### src/rtl/inst_fetch_arbiter.sv
// Arbitrates the instruction ROM address port between fetch and debug, returning registered responses one cycle after grant.
// Optional misaligned-fetch detection is enabled by defining FETCH_ALIGN_CHECK_EN.
module inst_fetch_arbiter #(
   parameter int ROM_DEPTH  = 24,
   parameter int STARVE_MAX = 4
) (
   input  logic        clk,
   input  logic        resetn,
   input  logic        if_req,
   input  logic [31:0] if_pc,
   output logic        if_gnt,
   output logic        if_rvalid,
   output logic [31:0] if_inst,
   output logic        if_adel,
   input  logic        dbg_req,
   input  logic [4:0]  dbg_addr,
   output logic        dbg_gnt,
   output logic        dbg_rvalid,
   output logic [31:0] dbg_data,
   output logic [4:0]  rom_addr,
   input  logic [31:0] rom_inst
);

   // State bits double as the registered rvalid outputs.
   typedef enum logic [1:0] {
      IDLE     = 2'b00,
      IF_RESP  = 2'b01,
      DBG_RESP = 2'b10
   } state_t;

   localparam logic [2:0] STARVE_LIM = 3'(STARVE_MAX);

   state_t      state_r;
   logic [2:0]  dbg_wait_r;
   logic [4:0]  rom_addr_r;
   logic [31:0] if_inst_r;
   logic [31:0] dbg_data_r;
   logic        if_gnt_s;
   logic        dbg_gnt_s;
   logic        starve_s;
   logic [4:0]  rom_addr_s;
   logic [31:0] rom_word_s;
   logic [31:0] if_data_s;
   logic        if_high_s;
   logic        misalign_s;

   function automatic logic word_in_range(input logic [4:0] idx);
      return ({27'd0, idx} < 32'(ROM_DEPTH));
   endfunction

   // Grant selection: fetch has priority until debug has waited STARVE_MAX cycles.
   always_comb begin
      starve_s  = (dbg_wait_r == STARVE_LIM);
      if_gnt_s  = 1'b0;
      dbg_gnt_s = 1'b0;
      if (!resetn) begin
         if_gnt_s  = 1'b0;
         dbg_gnt_s = 1'b0;
      end else if (if_req && !(dbg_req && starve_s)) begin
         if_gnt_s = 1'b1;
      end else if (dbg_req) begin
         dbg_gnt_s = 1'b1;
      end else begin
         if_gnt_s  = 1'b0;
         dbg_gnt_s = 1'b0;
      end
   end

   // ROM address mux and out-of-range data masking.
   always_comb begin
      if (if_gnt_s) begin
         rom_addr_s = if_pc[6:2];
      end else if (dbg_gnt_s) begin
         rom_addr_s = dbg_addr;
      end else begin
         rom_addr_s = rom_addr_r;
      end
      rom_word_s = word_in_range(rom_addr_s) ? rom_inst : 32'h0000_0000;
      if_high_s  = (if_pc[31:7] != 25'd0);
`ifdef FETCH_ALIGN_CHECK_EN
      misalign_s = (if_pc[1:0] != 2'b00);
`else
      misalign_s = 1'b0;
`endif
      if (if_high_s || misalign_s) begin
         if_data_s = 32'h0000_0000;
      end else begin
         if_data_s = rom_word_s;
      end
   end

   // Address hold register and debug starvation counter.
   always_ff @(posedge clk or negedge resetn) begin
      if (!resetn) begin
         rom_addr_r <= 5'd0;
         dbg_wait_r <= 3'd0;
      end else begin
         rom_addr_r <= rom_addr_s;
         if (!dbg_req || dbg_gnt_s) begin
            dbg_wait_r <= 3'd0;
         end else if (dbg_wait_r != STARVE_LIM) begin
            dbg_wait_r <= dbg_wait_r + 3'd1;
         end else begin
            dbg_wait_r <= dbg_wait_r;
         end
      end
   end

   // Response FSM with captured read data.
   always_ff @(posedge clk or negedge resetn) begin
      if (!resetn) begin
         state_r    <= IDLE;
         if_inst_r  <= 32'h0000_0000;
         dbg_data_r <= 32'h0000_0000;
      end else if (if_gnt_s) begin
         state_r   <= IF_RESP;
         if_inst_r <= if_data_s;
      end else if (dbg_gnt_s) begin
         state_r    <= DBG_RESP;
         dbg_data_r <= rom_word_s;
      end else begin
         state_r <= IDLE;
      end
   end

`ifdef FETCH_ALIGN_CHECK_EN
   logic if_adel_r;

   // Misalignment flag captured alongside the fetch data.
   always_ff @(posedge clk or negedge resetn) begin
      if (!resetn) begin
         if_adel_r <= 1'b0;
      end else if (if_gnt_s) begin
         if_adel_r <= misalign_s;
      end else begin
         if_adel_r <= if_adel_r;
      end
   end

   assign if_adel = if_adel_r;
`else
   logic unused_pc_lsb_s;
   assign unused_pc_lsb_s = ^if_pc[1:0];
   assign if_adel         = 1'b0;
`endif

   assign if_gnt     = if_gnt_s;
   assign dbg_gnt    = dbg_gnt_s;
   assign rom_addr   = rom_addr_s;
   assign if_rvalid  = state_r[0];
   assign dbg_rvalid = state_r[1];
   assign if_inst    = if_inst_r;
   assign dbg_data   = dbg_data_r;

endmodule

### config.mk
export PLATFORM = sky130hd
export DESIGN_NAME = inst_fetch_arbiter
export DESIGN_NICKNAME = d
export VERILOG_FILES = /design/src/rtl/inst_fetch_arbiter.sv
export SDC_FILE = /design/constraint.sdc
export NUM_CORES = 1
export LEC_CHECK = 0
export ABC_AREA = 1
export BUFFER_PORTS_ARGS = -buffer_cell sky130_fd_sc_hd__buf_4
export CAP_MARGIN = 20
export CORE_MARGIN = 2
export CORE_UTILIZATION = 42
export DETAILED_ROUTE_END_ITERATION = 10
export PLACE_DENSITY = 0.86
export SYNTH_ARGS = -nofsm -noshare
export SYNTH_HDL_FRONTEND = slang
export SYNTH_SLANG_ARGS = --single-unit
### constraint.sdc
create_clock -name clk -period 1.5 [get_ports clk]
set_input_delay 0.075 -clock clk [delete_from_list [all_inputs] [get_ports clk]]
set_output_delay 0.075 -clock clk [all_outputs]
set_load 0.005 [all_outputs]
==> flow_metrics.py <==
metrics = {
    "sta": {
        "setup_violations": 73,
        "finalCriticalPeriod_ns": 1.84,
        "skew_ns": 0.0102,
        "hold_viol": 0,
        "fmax_ghz": 0.545,
        "period_share_pct": 122,
        "setup_ws_ns": -0.336,
        "rsz0062_at_grt": "true",
        "worst_pin_slew_ns": 0.910,
        "fin_tns_setup_ns": -20.17,
        "slew-limit-headroom_pct": 39.3,
        "slew_viol_final": 0,
    },
    "clock_tree": {
        "clock_tree.buffer_depth": 2,
        "ctsRootBufferMaster": "clkbuf_8",
        "clock-sinks": 74,
        "cts.clk_slew.worst_paths_ns": 0.08,
        "worstSkewPairLatency_ns": 0.35,
        "cts_buffers": 9,
        "cts_tree": "built",
        "h-tree-depth": 3,
    },
    "floorplan": {
        "initial_core_util_pct": 43.7,
        "die_x_microns": 91.3,
        "die-area_sq_um": 8340,
        "core_area_sq_um": 7330,
        "boundaryPins": 147,
        "die_y_microns": 91.3,
        "num_rows": 31,
    },
    "synth": {
        "ys_top_cells_by_count": "nand2_1 (148), dfrtp_1 (74), nand3_1 (69)",
        "synth_edf_count": 0,
        "ys_async_sr_fraction_pct": 100,
        "syn_avg_cell_area_sq_um": 8.56,
        "synth-seq-cells": 74,
        "synth_area_leader_cell": "dfrtp_1",
        "synth_top_area_share_pct": 57.8,
        "synth_warnings": 0,
        "yosys-top-cells-area": "dfrtp_1 (58%), nand2_1 (17%), nand3_1 (11%), buf_6 (2.5%), inv_1 (2.5%)",
        "synthDistinctLibCells": 23,
        "synth_most_common_cell": "nand2_1",
        "syn_inst": 374,
        "synthFlopType": "dfrtp_1",
        "yosysSeqAreaShare_pct": 57.8,
        "synthesis.nets": 449,
        "synth_area_sq_um": 3200,
    },
    "power_and_ir_drop": {
        "p_int_mw": 3.65,
        "p_sw_mw": 1.55,
        "power.leakage_nw": 3.08,
        "vdd_drop_max_mv": 0.674,
        "swShare_pct": 29.8,
        "p_seq_share_pct": 44.5,
        "total_power_mw": 5.21,
        "power_density_nw_per_um2": 914,
        "combPwrFrac_pct": 29.9,
        "pwr-share-clk_pct": 25.6,
    },
    "setup_path": {
        "cp-start-kind": "flip-flop",
        "critical_path.cell_chain": "inv_2 -> ha_4 -> nand3_4 -> nand3_4 -> nand2_2 -> inv_2 -> nand2_2 -> nand2_2 -> buf_6 -> nand2_8 -> clkbuf_16 -> nand3_2 -> nand2_2",
        "worstRegToRegCells": 13,
        "critPathBufInv": 4,
        "rr_endpoint": "dbg_data[31]$_DFFE_PN0P_",
        "slowest_delay_ns": 0.40,
        "setup.worst_path.start": "dbg_wait_r[0]$_DFFE_PN0P_",
        "crit_path_frequent_cell": "nand2_2",
        "r2r_start": "dbg_wait_r[0]$_DFFE_PN0P_",
        "ff2ff_setup_slack_ns": -0.34,
        "cp-end-kind": "flip-flop",
        "cpMaxStageDelayCell": "dfrtp_1",
        "critical_path_class": "reg -> reg",
        "critPathMaxFanout": 7,
        "crit_arrival_ns": 2.07,
        "crit_family": "simple AND/OR/NAND/NOR gates",
        "required_ns": 1.74,
    },
    "grt": {
        "antenna_found_initial": 0,
        "grt_pass1_vias": 3537,
        "grt_pass1_wl_mm": 16.5,
        "gr-total-overflow": 0,
        "grt_use_total_pct": 24.9,
        "grt_max_degree": 72,
    },
    "run": {
        "max-cap-violations": 0,
    },
    "cells_and_area": {
        "fin_nets": 669,
        "diodes": 0,
        "fin_util_pct": 77.7,
        "drive_above_1_share_pct": 47.1,
        "syn2layout_area_growth_pct": 77.9,
        "final_area_sq_um": 5700,
    },
    "hold_path": {
        "worstHoldPathType": "in -> async",
    },
    "place": {
        "dpl_cell_area_sq_um": 4440,
        "dpl.hpwl_mm": 6.28,
        "portBuffers": 143,
        "globalplace.congestion": 0.885,
        "preCtsSetupSlack_ns": -0.138,
    },
    "route": {
        "drc": 0,
        "drt_iter0_drc": 155,
        "routedWlPerCell_microns": 17.3,
        "drt-total-wl_mm": 12.1,
        "viasPerCell": 5.09,
        "vias": 3540,
        "dr.pass1.iters": 4,
        "ant_nets": 0,
    },
    "run_status": {
        "violations": "setup timing",
        "status": "finished with violations",
    },
}
cell families after synthesis:
family	after synthesis	synth area share, %
AOI/OAI and AO/OA	9	1.48
xor gates and xnor gates	1	0.273
and+or+nand+nor	243	32.4
adders and majority gates	2	0.781
other	1	0.117
DFF	74	57.8
buffers and inverters	44	7.15
layer usage:
metal  routed length [microns]  GRT usage [%]  up-vias
met4                       378           10.2        0
li1                          -              -     1620
met1                      4440           29.2     1727
met2                      6540           45.6      155
met5                         0              0        -
met3                       707           3.49       38
per-stage QoR:
step	instances	hold slack, ns
after detailed placement	612	-0.108
after global placement	612	-0.111
after global routing	696	0.0285
after floorplan	374	-0.221
after CTS	673	0.00595
final	696	0.00137
power groups by stage:
stage               clock network (mW)  logic, mW  registers (mW)
detailed placement                   0       1.01            2.34
floorplan                            0      0.392            2.33
global placement                     0      0.981            2.33
global route                      1.43       1.66            2.33
finish                            1.34       1.56            2.32
CTS                               1.32       1.20            2.31
worst max path at each step:
stage	end	slack, ns	cells after the start
floorplan	dbg_data[0]$_DFFE_PN0P_	0.004	11
global placement	dbg_data[3]$_DFFE_PN0P_	-0.05	9
detailed placement	dbg_data[13]$_DFFE_PN0P_	-0.14	11
CTS	rom_addr[3]	-0.21	9
global route	dbg_data[24]$_DFFE_PN0P_	-0.42	13
finish	dbg_data[31]$_DFFE_PN0P_	-0.34	13
sequential cells by signal, indices dropped and copies added, names as in the netlist:
name / count
state_r: 2
if_inst: 32
rom_addr_r: 5
dbg_wait_r: 3
dbg_data: 32
final cells by class:
cell class / instances / area [sq um]
inverter: 24 / 97.6
fill: 451 / 1630
clock inverter: 4 / 20.0
multi-input combinational: 257 / 1440
timing repair buffer: 228 / 2020
tap: 99 / 124
sequential: 74 / 1850
clock buffer: 10 / 138
worst register-to-register path, stage by stage (launching register included):
cell	delay, ns
dfrtp_1	0.40
inv_2	0.08
ha_4	0.14
nand3_4	0.10
nand3_4	0.14
nand2_2	0.07
inv_2	0.06
nand2_2	0.05
nand2_2	0.10
buf_6	0.15
nand2_8	0.11
clkbuf_16	0.19
nand3_2	0.07
nand2_2	0.06
cell usage in the layout, fill, tap and decap left out, types with 4 or more instances in the layout:
cell and count:
buf_4 167, nand2_1 136, dfrtp_1 74, nand3_2 36, dlygate4sd3_1 34, nand3_1 32
inv_1 17, buf_6 17, nor2_1 13, nand2_2 12, clkbuf_8 10, inv_2 6
o21ai_2 5, clkbuf_16 5, nor2_2 4, clkinv_2 4, buf_12 4
repair_timing:
action | CTS | global route
pin swaps | 9 | 23
buffers inserted | 12 | 12
endpoints found under the hold margin | 65 | 0
hold buffers | 34 | 0
resized for setup | 36 | 56
endpoints found under the setup margin | 72 | 72
cloned | 1 | 11
(Power assumes the default switching activity.)
